<file path="config.mk">
export PLATFORM = sky130hd
export DESIGN_NAME = sram_req_arbiter
export DESIGN_NICKNAME = d
export VERILOG_FILES = /design/src/rtl/sram_req_arbiter.sv
export SDC_FILE = /design/constraint.sdc
export NUM_CORES = 1
export LEC_CHECK = 0
export BUFFER_PORTS_ARGS = -buffer_cell sky130_fd_sc_hd__buf_4
export CELL_PAD_IN_SITES_DETAIL_PLACEMENT = 1
export CELL_PAD_IN_SITES_GLOBAL_PLACEMENT = 2
export CORE_ASPECT_RATIO = 1.1
export CORE_MARGIN = 4
export CORE_UTILIZATION = 15
export CTS_BUF_LIST = sky130_fd_sc_hd__clkbuf_16
export DETAILED_ROUTE_END_ITERATION = 8
export PLACE_DENSITY = 0.89
export SLEW_MARGIN = 20
export SYNTH_ARGS = -nofsm -noshare
export SYNTH_HDL_FRONTEND = slang
export SYNTH_SLANG_ARGS = --single-unit
</file>
<file path="constraint.sdc">
create_clock -name clk -period 5.8 [get_ports clk]
set_clock_uncertainty 0.15 [all_clocks]
set_input_delay 0.58 -clock clk [delete_from_list [all_inputs] [get_ports clk]]
set_output_delay 0.58 -clock clk [all_outputs]
set_load 0.02 [all_outputs]
</file>
<file path="src/rtl/sram_req_arbiter.sv">
// Two-master arbiter onto one SRAM-like request/response channel.
// Fetch and EX-stage requests share the bridge; a grant is held until the
// bridge accepts it, and a small owner FIFO steers in-order responses back.
module sram_req_arbiter #(
  parameter int MAX_OUTST = 4,
  parameter int PTR_W     = 2
) (
  input  logic        clk,
  input  logic        reset,
  // fetch side
  input  logic        inst_req,
  input  logic        inst_wr,
  input  logic [1:0]  inst_size,
  input  logic [3:0]  inst_wstrb,
  input  logic [31:0] inst_addr,
  input  logic [31:0] inst_wdata,
  output logic        inst_addr_ok,
  output logic        inst_data_ok,
  output logic [31:0] inst_rdata,
  // EX-stage side
  input  logic        data_req,
  input  logic        data_wr,
  input  logic [1:0]  data_size,
  input  logic [3:0]  data_wstrb,
  input  logic [31:0] data_addr,
  input  logic [31:0] data_wdata,
  output logic        data_addr_ok,
  output logic        data_data_ok,
  output logic [31:0] data_rdata,
  // shared channel toward the bridge
  output logic        mem_req,
  output logic        mem_wr,
  output logic [1:0]  mem_size,
  output logic [3:0]  mem_wstrb,
  output logic [31:0] mem_addr,
  output logic [31:0] mem_wdata,
  input  logic        mem_addr_ok,
  input  logic        mem_data_ok,
  input  logic [31:0] mem_rdata,
  output logic        resp_err
);

  typedef enum logic [1:0] {IDLE, LOCK_I, LOCK_D} state_t;

  localparam logic [PTR_W:0] FULL_CNT = (PTR_W+1)'(MAX_OUTST);

  state_t                 state_q, state_d;
  logic                   pri_inst_q, pri_inst_d;
  logic                   resp_err_q, resp_err_d;
  logic [MAX_OUTST-1:0]   owner_q, owner_d;     // 0 = inst, 1 = data
  logic [PTR_W-1:0]       wr_ptr_q, wr_ptr_d;
  logic [PTR_W-1:0]       rd_ptr_q, rd_ptr_d;
  logic [PTR_W:0]         count_q, count_d;

  logic sel_inst, sel_data;
  logic full, empty, accept, pop, head;

  assign full  = (count_q == FULL_CNT);
  assign empty = (count_q == '0);
  assign head  = owner_q[rd_ptr_q];

  // Pick the requester: a lock pins the previous choice, otherwise data wins
  // unless fetch has been made to wait behind a data transfer already.
  always_comb begin
    sel_inst = 1'b0;
    sel_data = 1'b0;
    case (state_q)
      LOCK_I:  sel_inst = 1'b1;
      LOCK_D:  sel_data = 1'b1;
      default: begin
        if (data_req & ~(pri_inst_q & inst_req)) sel_data = 1'b1;
        else if (inst_req)                       sel_inst = 1'b1;
      end
    endcase
  end

  // Drive the shared channel; payload defaults to the data side when idle.
  always_comb begin
    mem_req   = ((sel_inst & inst_req) | (sel_data & data_req)) & ~full & ~reset;
    mem_wr    = sel_inst ? inst_wr    : data_wr;
    mem_size  = sel_inst ? inst_size  : data_size;
    mem_wstrb = sel_inst ? inst_wstrb : data_wstrb;
    mem_addr  = sel_inst ? inst_addr  : data_addr;
    mem_wdata = sel_inst ? inst_wdata : data_wdata;
  end

  assign accept       = mem_req & mem_addr_ok;
  assign inst_addr_ok = accept & sel_inst;
  assign data_addr_ok = accept & sel_data;

  // Responses return in order; the FIFO head names the owner.
  assign pop          = mem_data_ok & ~empty;
  assign inst_data_ok = pop & ~head;
  assign data_data_ok = pop & head;
  assign inst_rdata   = mem_rdata;
  assign data_rdata   = mem_rdata;
  assign resp_err     = resp_err_q;

  // Grant lock: an offered but unaccepted request keeps its owner until taken.
  always_comb begin
    state_d = state_q;
    case (state_q)
      IDLE:    if (mem_req & ~mem_addr_ok) state_d = sel_inst ? LOCK_I : LOCK_D;
      LOCK_I,
      LOCK_D:  if (accept) state_d = IDLE;
      default: state_d = IDLE;
    endcase
  end

  // Fairness flag, owner FIFO bookkeeping and sticky orphan-response error.
  always_comb begin
    pri_inst_d = pri_inst_q;
    if (accept & sel_data & inst_req) pri_inst_d = 1'b1;
    if (accept & sel_inst)            pri_inst_d = 1'b0;

    owner_d = owner_q;
    if (accept) owner_d[wr_ptr_q] = sel_data;
    wr_ptr_d = wr_ptr_q + PTR_W'(accept);
    rd_ptr_d = rd_ptr_q + PTR_W'(pop);
    count_d  = count_q + (PTR_W+1)'(accept) - (PTR_W+1)'(pop);

    resp_err_d = resp_err_q | (mem_data_ok & empty);
  end

  // State registers.
  always_ff @(posedge clk or posedge reset) begin
    if (reset) begin
      state_q    <= IDLE;
      pri_inst_q <= 1'b0;
      resp_err_q <= 1'b0;
      owner_q    <= '0;
      wr_ptr_q   <= '0;
      rd_ptr_q   <= '0;
      count_q    <= '0;
    end else begin
      state_q    <= state_d;
      pri_inst_q <= pri_inst_d;
      resp_err_q <= resp_err_d;
      owner_q    <= owner_d;
      wr_ptr_q   <= wr_ptr_d;
      rd_ptr_q   <= rd_ptr_d;
      count_q    <= count_d;
    end
  end

endmodule

</file>
Word level (Yosys, flattened, before mapping). Index checks and enable logic that the tools add are counted.

Add/subtract/negate cells: 4. $mul: 0. Divide/modulo/power cells: 0. $lt $le $gt $ge: 3. Equality and inequality tests: 5. Shift operators: 0. Multiplexer cells: 21. Bitwise operators: 23. Reduce and logical (&&, ||, !) cells: 6.

Operators by type and width (count): $mux 32 (2); $and 1x1->1 (15); $mux 1 (8); $mux 2 (4); $lt 2x3->1 const B (2); $not 1->1 (6); $add 2x1->2 (2); $bwmux 4 (1); $mux 4 (1); $ne 2x2->1 const B (2); $pmux 1 s2 (2); $pmux 2 s2 (1); $add 3x1->3 (1); $eq 3x3->1 const B (1); $logic_not 3->1 (1); $sub 3x1->3 (1); $bmux 1 s2 (1); $demux 1 s2 (1); $eq 2x1->1 const B (1); $eq 2x2->1 const B (1); $ge 2x1->1 const B (1); $logic_not 2->1 (1); $or 1x1->1 (2); $reduce_and 2->1 (1); 3 further kinds (3).

Register bits after elaboration: 15. Bits in latches: 0. Memory bits (writable): 0. ROM bits: 0. Input port bits: 180. Output and inout port bits: 141. Word-level logic and storage cells: 69. Memories: 0.

Depth between registers and ports, before layout. Gate-level depths: netlist of run 1.

Word-level depth: 14. Mapped depth: 12. Depth with buffers taken out: 11.

Least setup slack after synthesis of run 1. No wires, ideal clock.

Path kind: input to register. Start point: in reset. End point: reg count_q[2]. Setup time: 0.123 ns. Arrival time: 2.444 ns. Data required time: 5.527 ns. Path slack: 3.083 ns. Cell stages on the path: 9. Buffers on the path: 1. Cells stage by stage: or3b_1 > buf_6 > or2_1 > ha_1 > inv_1 > ha_1 > fa_1 > xnor2_1 > xnor2_1.

Longest elaborated chain between the ends: 5.

Ends and longest elaborated chain: start, declared (line 9) `input logic reset,`; $not 1->1 (line 79) `mem_req = ((sel_inst & inst_req) | (sel_data & data_req)) & ~full & ~reset;`; $and 1x1->1 (line 79); $and 1x1->1 (line 87) `assign accept = mem_req & mem_addr_ok;`; $add 3x1->3 (line 120) `count_d = count_q + (PTR_W+1)'(accept) - (PTR_W+1)'(pop);`; $sub 3x1->3 (line 120); net count_d[2] (line 53) `logic [PTR_W:0] count_q, count_d;`; end signal, assigned (line 142) `count_q <= count_d;`; end, declared (line 53).

The timed path passes the listed nets, and every way through them passes these cells. A chain may end at the register's enable or synchronous reset.

Worst setup path after layout of run 1.
Start point: reg state_q[0]. End point: out mem_wdata[19].

Longest elaborated chain between the ends: 3. Elaborated cells on any way between the ends: 4. Classes of those cells: eq/ne (2); mux (2).

Ends and longest elaborated chain: start, declared (line 47) `state_t state_q, state_d;`; start signal, assigned (line 136) `state_q <= state_d;`; $eq 2x2->1 or $eq 2x1->1 (tied branches) (line 67) `case (state_q)`; $pmux 1 s2 * (line 67); $mux 32 * (line 84) `mem_wdata = sel_inst ? inst_wdata : data_wdata;`; end, declared (line 36) `output logic [31:0] mem_wdata,`.

Every way passes the cells marked *; elsewhere a longest branch is shown, timed or not.

==> metrics.yaml, run 1 <==
clock_tree:
  clk_pin_slew_ns: 0.05
  postCtsHoldBufs: 0
  cts_tree: "yes"
  numCtsBuffers: 3
  cts_root_buf: "clkbuf_16"
  htreeDepth: 1
  post_cts_resized: 0
  cts_buffer_depth: 2
  cts_setup_buffers: 0
  clock_sinks: 15
  clock_latency_ns: 0.24
timing:
  max_freq_ghz: 0.280
  finalSetupTns_ns: 0
  hold_slack_ns: 0.281
  setup_ws_ns: 2.23
  worstMarginPinSlew_ns: 1.05
  setup_viol_count_final: 0
  hold_viol: 0
  relSlewSlack: 0.301
  period_needed_ns: 3.57
  slew_violations: 0
  rsz0062_at_grt: "false"
  period_share: 0.616
drt:
  viasPerCell: 3.81
  totalWireLength_um: 11000
  ant_nets: 0
  first_iter_violations: 61
  wire_per_inst_um: 19.4
  via_count: 2165
  firstDrtPassIters: 4
  drc: 0
floorplanning:
  rows: 46
  ioPinCount: 321
  fp.dieH_um: 136
  start_util: 0.154
  die_area_sq_um: 16900
  coreArea_sq_um: 14500
  die_x_um: 124
worst_setup_path:
  crit_fanout: 73
  arrival_ns: 2.84
  r2r_end: "count_q[2]"
  slowest_delay_ns: 0.78
  rr_worst_depth: 11
  ff2ff_setup_slack_ns: 2.38
  r2r_start: "state_q[1]"
  crit_type: "reg2out"
  worstPathCellList: "inv_1 > ha_1 > nand2_1 > o21a_4 > mux2_1 > buf_4"
  endpoint_kind: "primary output"
  cp_slowest_cell: "o21a_4"
  critPathLaunchType: "flop"
  crit_required_ns: 5.07
cells_and_area:
  seq_area_sq_um: 375
  layout-drive-gt1-share: 0.636
  layout.nets: 565
  n_fill_cell: 1718
  n_antenna_cell: 0
  multi_input_area_sq_um: 1290
  final_cell_mix: "buf_4 (224), mux2_1 (75), dfrtp_1 (15)"
  syn2layout_area_growth_pct: 65.6
  final_common_cell: "buf_4"
grt:
  grt_max_degree: 74
  grt_overflow: 0
  grt_antenna_before_repair: 0
  grt_pass1_wl_um: 15500
  track_usage: 0.119
  grt_pass1_vias: 2448
logic_synthesis:
  ys_seq_area_frac: 0.168
  synth_edf_count: 0
  synth_fp_nets: 411
  synth_area_sq_um: 2240
  synth_top_flop_cell: "dfrtp_1"
  async_flop_share: 1.00
  syn_inst: 223
  yosysTopAreaCell: "mux2_1"
  ys_seq_elements: 15
  synth_cell_types: 35
  synth_warnings: 0
  synth_top_area_frac: 0.378
  synth_area_leaders: "mux2_1 (38%), buf_4 (21%), dfrtp_1 (17%)"
  avgSynthCellArea_sq_um: 10.0
power_and_ir_drop:
  leakage_nw: 1.82
  total_power_mw: 1.34
  peakVddDrop_mv: 0.238
  power_density_nw_per_um2: 361
placed_design:
  hpwl_um: 9800
  gp_congestion: 0.829
  portBuffers: 224
  pre_cts_ws_ns: 2.37
run_status:
  status: "finished clean"
flow_run:
  cap_violations: 0
min_path:
  hp-class: "in2async"
synthesized netlist by cell type, types with 2 or more instances:
cell type  number
inv_2           2
nor3_1          3
inv_1           7
buf_4          64
xor2_1          2
buf_2          10
nor4b_2         2
o211ai_1        4
mux2_1         75
dfrtp_1        15
nand2_1         3
o211ai_2        2
nand2b_1        3
xnor2_1         2
ha_1            7
nor2_1          2
and2_1          2
worst max-delay path, delay by kind of cell (launching register included):
kind                       cells  cell delay [ns]
AOI/OAI and AO/OA              1             0.78
adders and majority gates      1             0.43
buffers and inverters          2             0.28
DFF                            1             0.39
muxes                          1             0.49
and+or+nand+nor                1             0.14
routing by layer:
| metal | vias up | GRT usage | routed length (um) |
|---|---|---|---|
| met2 | 168 | 0.182 | 4830 |
| met4 | 0 | 0.0183 | 90 |
| met5 | - | 0 | 0 |
| met1 | 976 | 0.148 | 4720 |
| met3 | 7 | 0.0688 | 1370 |
| li1 | 1014 | - | - |
how the worst max path moves through the flow:
stage                    start       endpoint  slack (ns)
floorplan                reset     count_q[2]        3.08
global placement    state_q[0]     count_q[2]        2.57
detailed placement  state_q[0]     count_q[2]        2.37
CTS                 state_q[0]  mem_wdata[19]        2.21
global route        state_q[0]  mem_wdata[19]        2.06
finish              state_q[0]  mem_wdata[19]        2.23
state kept, by name (all words and copies together), names as in the netlist:
register	flops
resp_err	1
pri_inst_q	1
state_q	2
wr_ptr_q	2
rd_ptr_q	2
count_q	3
owner_q	4
where the power goes:
group / switching (mW) / total, mW / internal [mW]
logic: 0.539 / 0.999 / 0.460
clock network: 0.0429 / 0.135 / 0.0921
registers: 0.0456 / 0.203 / 0.157
stage by stage:
stage,cells,instance area (sq um),util
detailed placement,564,3620,0.250
floorplan,223,2240,-
global placement,564,3620,0.250
global route,568,3700,0.255
CTS,568,3700,0.255
finish,568,3700,0.255
cell type report:
class,count,area share
inverter,9,0.00912
timing repair buffer,224,0.454
multi-input combinational,124,0.349
tap,192,0.0649
clock buffer,3,0.0203
sequential,15,0.101
clock inverter,1,0.00135
cells by family after synthesis:
| logic type | after synthesis | share of synthesized area |
|---|---|---|
| buffers and inverters | 84 | 0.257 |
| multiplexers | 76 | 0.388 |
| AND/OR/NAND/NOR | 23 | 0.0767 |
| flip-flops | 15 | 0.168 |
| AO/OA/AOI/OAI | 13 | 0.0464 |
| adder cells (fa/ha/maj) | 8 | 0.0481 |
| XOR/XNOR | 4 | 0.0157 |
Power figures use the tool's default switching activity.
==> run 2: changes to the inputs <==
--- a/config.mk
+++ b/config.mk
@@ -5,6 +5,7 @@
 export SDC_FILE = /design/constraint.sdc
 export NUM_CORES = 1
 export LEC_CHECK = 0
+export ABC_AREA = 1
 export BUFFER_PORTS_ARGS = -buffer_cell sky130_fd_sc_hd__buf_4
 export CELL_PAD_IN_SITES_DETAIL_PLACEMENT = 1
 export CELL_PAD_IN_SITES_GLOBAL_PLACEMENT = 2
@@ -13,7 +14,7 @@
 export CORE_UTILIZATION = 15
 export CTS_BUF_LIST = sky130_fd_sc_hd__clkbuf_16
 export DETAILED_ROUTE_END_ITERATION = 8
-export PLACE_DENSITY = 0.89
+export PLACE_DENSITY = 0.83
 export SLEW_MARGIN = 20
 export SYNTH_ARGS = -nofsm -noshare
 export SYNTH_HDL_FRONTEND = slang
==> constraint.sdc (replaced) <==
create_clock -name clk -period 3.6 [get_ports clk]
set_clock_uncertainty 0.15 [all_clocks]
set_input_delay 0.36 -clock clk [delete_from_list [all_inputs] [get_ports clk]]
set_output_delay 0.36 -clock clk [all_outputs]
set_load 0.02 [all_outputs]
==> run 2 against run 1 <==
  * Utilization decreased by 1.1 points
  * Die area up 10%
  * Sequential power grew 58%
==> metrics.yaml, run 2 <==
logic_synthesis:
  syn_inst: 247
  synth_cell_types: 25
  synth_top_flop_cell: "dfrtp_1"
  synth_area_leaders: "mux2_4 (36%), buf_4 (19%), dfrtp_1 (15%)"
  ys_seq_area_frac: 0.151
  synth_warnings: 0
  ys_seq_elements: 15
  synth_area_sq_um: 2480
  yosysMostFrequentCell: "buf_4"
  async_flop_share: 1.00
  yosysTopAreaCell: "mux2_4"
  synth_edf_count: 0
  synth_top_area_frac: 0.363
  avgSynthCellArea_sq_um: 10.0
  synth_commonest_cells: "buf_4 (64), mux2_4 (60), nand2_1 (24), inv_1 (19), dfrtp_1 (15)"
  synth_fp_nets: 435
floorplanning:
  fp.dieH_um: 143
  coreArea_sq_um: 16300
  die_x_um: 131
  rows: 49
  start_util: 0.152
  ioPinCount: 321
  die_area_sq_um: 18700
flow_run:
  cap_violations: 0
clock_tree:
  clock_sinks: 15
  cts_buffer_depth: 2
  clock_latency_ns: 0.25
  cts_root_buf: "clkbuf_16"
  clk_pin_slew_ns: 0.05
  cts_tree: "yes"
  postCtsHoldBufs: 0
  cts_setup_buffers: 0
  numCtsBuffers: 3
  htreeDepth: 1
  post_cts_resized: 0
timing:
  relSlewSlack: 0.593
  setup_viol_count_final: 0
  hold_viol: 0
  period_share: 0.857
  setup_ws_ns: 0.514
  max_freq_ghz: 0.324
  finalSetupTns_ns: 0
  period_needed_ns: 3.09
  rsz0062_at_grt: "false"
  worstMarginPinSlew_ns: 0.610
  slew_violations: 0
grt:
  track_usage: 0.115
  grt_overflow: 0
  grt_pass1_vias: 2593
  grt_pass1_wl_um: 16200
  grt_antenna_before_repair: 0
  grt_max_degree: 30
cells_and_area:
  n_fill_cell: 1905
  seq_area_sq_um: 375
  layout-drive-gt1-share: 0.744
  regMostFlops: "owner_q"
  n_antenna_cell: 0
  final_common_cell: "buf_4"
  largest_reg_flops: 4
  final_cell_mix: "buf_4 (224), mux2_4 (60), nand2_1 (24)"
  top_regs: "owner_q (4), count_q (3)"
  layout.nets: 595
  multi_input_area_sq_um: 1470
  syn2layout_area_growth_pct: 60.4
placed_design:
  portBuffers: 224
  hpwl_um: 10700
  gp_congestion: 0.786
  pre_cts_ws_ns: 0.655
worst_setup_path:
  crit_type: "reg2out"
  crit_fanout: 29
  endpoint_kind: "primary output"
  crit_required_ns: 3.09
  arrival_ns: 2.58
  critPathLaunchType: "flop"
power_and_ir_drop:
  leakage_nw: 2.23
  power_density_nw_per_um2: 754
  peakVddDrop_mv: 0.292
drt:
  wire_per_inst_um: 20.3
  via_count: 2353
  ant_nets: 0
  first_iter_violations: 75
  drc: 0
  viasPerCell: 3.86
  firstDrtPassIters: 4
  totalWireLength_um: 12400
run_status:
  status: "finished clean"
min_path:
  hp-class: "in2async"
run 2: changes by cell type after synthesis, moves of 5 or more:
cell | before | now
mux2_1 | 75 | 8
nor2_1 | 2 | 7
nand4_1 | 0 | 5
inv_1 | 7 | 19
buf_2 | 10 | 0
mux2_4 | 0 | 60
nand2_1 | 3 | 24
buf_6 | 1 | 7
run 2: cell families after synthesis:
family / after synthesis / synth area share
compound gates: 9 / 0.0212
fa+ha+maj: 8 / 0.0434
flops: 15 / 0.151
xor+xnor: 4 / 0.0141
buf+inv: 92 / 0.257
simple gates: 48 / 0.0994
mux: 71 / 0.413
run 2: area by class of cell:
type                            instances  share of cell area
Sequential cell                        15              0.0944
Clock inverter                          1             0.00126
Multi-Input combinational cell        140               0.369
Clock buffer                            3              0.0189
Tap cell                              204              0.0642
Inverter                               21              0.0198
Timing Repair Buffer                  226               0.433
run 2: path summary, 6_finish.rpt:
check,start,endpoint,slack (ns),depth (start not counted)
setup / recovery,state_q[1],mem_wdata[15],0.51,9
hold / removal,reset,count_q[0],0.05,2
setup reg to reg,state_q[1],count_q[2],0.64,14
hold reg to reg,rd_ptr_q[1],rd_ptr_q[1],0.31,1
max in group asynchronous,reset,state_q[0],2.85,2
min in group clk,mem_data_ok,resp_err,0.21,3
run 2: critical path: stages (launching register included):
cell     delay (ns)
dfrtp_1        0.38
inv_1          0.08
ha_1           0.36
inv_2          0.07
nand2_1        0.08
nand2_2        0.08
nand2_4        0.43
buf_12         0.31
mux2_4         0.34
buf_4          0.16
run 2: report_power, final:
group          internal, mW  switching [mW]  leakage [nW]  total, mW
sequential            0.250          0.0700         0.184      0.320
combinational          1.18            1.27          2.01       2.45
clock                 0.149          0.0761        0.0409      0.225
total                  1.58            1.42          2.23       3.00
run 2: stage by stage:
stage / cell area, sq um / std cells / hold slack (ns) / util / power, mW
2_1_floorplan: 2480 / 247 / 0.111 / - / 2.03
3_3_place_gp: 3900 / 606 / 0.301 / 0.239 / 2.74
3_5_place_dp: 3900 / 606 / 0.305 / 0.239 / 2.79
4_1_cts: 3980 / 610 / 0.0750 / 0.244 / 3.05
5_1_grt: 3980 / 610 / 0.113 / 0.244 / 3.17
6_report: 3980 / 610 / 0.0481 / 0.244 / 3.00
run 2: layer usage:
layer	wire length (um)	GRT usage	vias up
li1	-	-	1079
met1	4870	0.141	1083
met2	5760	0.190	178
met3	1460	0.0445	13
met4	275	0.0309	0
met5	0	0	-
==> run 3: changes to the inputs <==
--- a/config.mk
+++ b/config.mk
@@ -9,7 +9,7 @@
 export BUFFER_PORTS_ARGS = -buffer_cell sky130_fd_sc_hd__buf_4
 export CELL_PAD_IN_SITES_DETAIL_PLACEMENT = 1
 export CELL_PAD_IN_SITES_GLOBAL_PLACEMENT = 2
-export CORE_ASPECT_RATIO = 1.1
+export CORE_ASPECT_RATIO = 0.6
 export CORE_MARGIN = 4
 export CORE_UTILIZATION = 15
 export CTS_BUF_LIST = sky130_fd_sc_hd__clkbuf_16
==> run 3 against run 2 <==
  * Hold slack better by 0.012 ns
  * Cell count up 0.66%
  * Power down 2.1%
  * Clock power decreased by 3%
  * Sequential power hardly changed
  * Critical endpoint is now mem_wdata[23]
==> metrics.yaml, run 3 (same netlist as run 2, synthesis figures left out) <==
clock_tree:
  postCtsHoldBufs: 0
  numCtsBuffers: 3
  clk_pin_slew_ns: 0.05
  cts_buffer_depth: 2
  cts_setup_buffers: 0
  clock_latency_ns: 0.25
  clock_sinks: 15
  post_cts_resized: 0
  cts_tree: "yes"
  cts_root_buf: "clkbuf_16"
  htreeDepth: 1
power_and_ir_drop:
  total_power_mw: 2.94
  peakVddDrop_mv: 0.376
  netSwitchingFraction: 0.470
  power_density_nw_per_um2: 741
  pwr-share-comb: 0.816
  seq_power_share: 0.109
  p_int_mw: 1.56
  p_sw_mw: 1.38
  pwr-share-clk: 0.075
  leakage_nw: 2.22
worst_setup_path:
  path_buf_inv: 4
  crit_fanout: 67
  startpoint: "state_q[1]"
  crit_family: "buffers and inverters"
  endpoint_kind: "primary output"
  crit_required_ns: 3.09
  rr_worst_depth: 14
  worstPathCellList: "inv_1 > ha_1 > inv_2 > nand2_1 > nand2_2 > nand2_4 > buf_12 > mux2_1 > buf_4"
  cp_slowest_cell: "buf_12"
  crit_type: "reg2out"
  ff2ff_setup_slack_ns: 0.58
  r2r_start: "state_q[0]"
  arrival_ns: 2.52
  critPathLaunchType: "flop"
  r2r_end: "count_q[2]"
  slowest_delay_ns: 0.43
grt:
  grt_pass1_vias: 2472
  grt_overflow: 0
  track_usage: 0.107
  grt_pass1_wl_um: 15500
  grt_antenna_before_repair: 0
  grt_max_degree: 68
floorplanning:
  ioPinCount: 321
  coreArea_sq_um: 16200
  die_x_um: 174
  fp.dieH_um: 108
  die_area_sq_um: 18700
  start_util: 0.153
  rows: 36
cells_and_area:
  regMostFlops: "owner_q"
  final_cell_mix: "buf_4 (224), mux2_4 (60), nand2_1 (24)"
  layout-drive-gt1-share: 0.743
  multi_input_area_sq_um: 1470
  top_regs: "owner_q (4), count_q (3)"
  n_fill_cell: 1914
  syn2layout_area_growth_pct: 59.8
  largest_reg_flops: 4
  seq_area_sq_um: 375
  final_common_cell: "buf_4"
  n_antenna_cell: 0
  layout.nets: 594
timing:
  period_share: 0.842
  worstMarginPinSlew_ns: 0.639
  max_freq_ghz: 0.330
  period_needed_ns: 3.03
  finalSetupTns_ns: 0
  rsz0062_at_grt: "false"
  relSlewSlack: 0.573
  setup_viol_count_final: 0
  hold_slack_ns: 0.0604
  slew_violations: 0
  hold_viol: 0
drt:
  via_count: 2280
  ant_nets: 0
  wire_per_inst_um: 18.7
  first_iter_violations: 95
  totalWireLength_um: 11500
  drc: 0
  firstDrtPassIters: 4
  viasPerCell: 3.71
placed_design:
  portBuffers: 224
  gp_congestion: 0.792
  hpwl_um: 10100
flow_run:
  cap_violations: 0
min_path:
  hp-class: "in2async"
run_status:
  status: "finished clean"
==> run 3: cell count changes in the layout (fill, tap and decap cells not counted) <==
cell | previous run | this run
buf_12 | 2 | 1
==> run 3: metal layers <==
layer	vias up	part of all wire	global-route usage
met5	-	0	0
met4	0	0.018	0.0237
met3	23	0.076	0.0386
met2	107	0.53	0.197
met1	1080	0.37	0.121
li1	1070	-	-
==> run 3: final cells by class <==
cell class              instances  share of cell area
repair buffers                225               0.429
well taps                     209              0.0660
inverters                      21              0.0199
clock inverters                 1             0.00126
multi-input cells             140               0.370
clock buffers                   3              0.0189
flip-flops and latches         15              0.0947
==> run 3: worst max-delay path by stage <==
stage,endpoint,slack [ns],depth (start not counted)
after detailed placement,count_q[2],0.58,14
after global routing,count_q[2],0.36,14
after floorplan,count_q[2],0.88,14
after CTS,mem_wdata[23],0.55,9
final,mem_wdata[23],0.57,9
after global placement,count_q[2],0.76,14
==> run 3: power by group through the flow <==
stage | clock (mW) | combinational [mW] | sequential (mW)
after floorplan | 0 | 1.73 | 0.304
after global placement | 0 | 2.36 | 0.314
after detailed placement | 0 | 2.42 | 0.323
after CTS | 0.223 | 2.44 | 0.320
after global routing | 0.234 | 2.55 | 0.331
final | 0.219 | 2.40 | 0.321
==> run 3: per-stage QoR <==
step | worst slack [ns] | cells | utilization | area [sq um]
2_1_floorplan | 0.884 | 247 | - | 2480
3_3_place_gp | 0.760 | 610 | 0.240 | 3880
3_5_place_dp | 0.576 | 610 | 0.240 | 3880
4_1_cts | 0.550 | 614 | 0.244 | 3960
5_1_grt | 0.358 | 614 | 0.244 | 3960
6_report | 0.568 | 614 | 0.244 | 3960
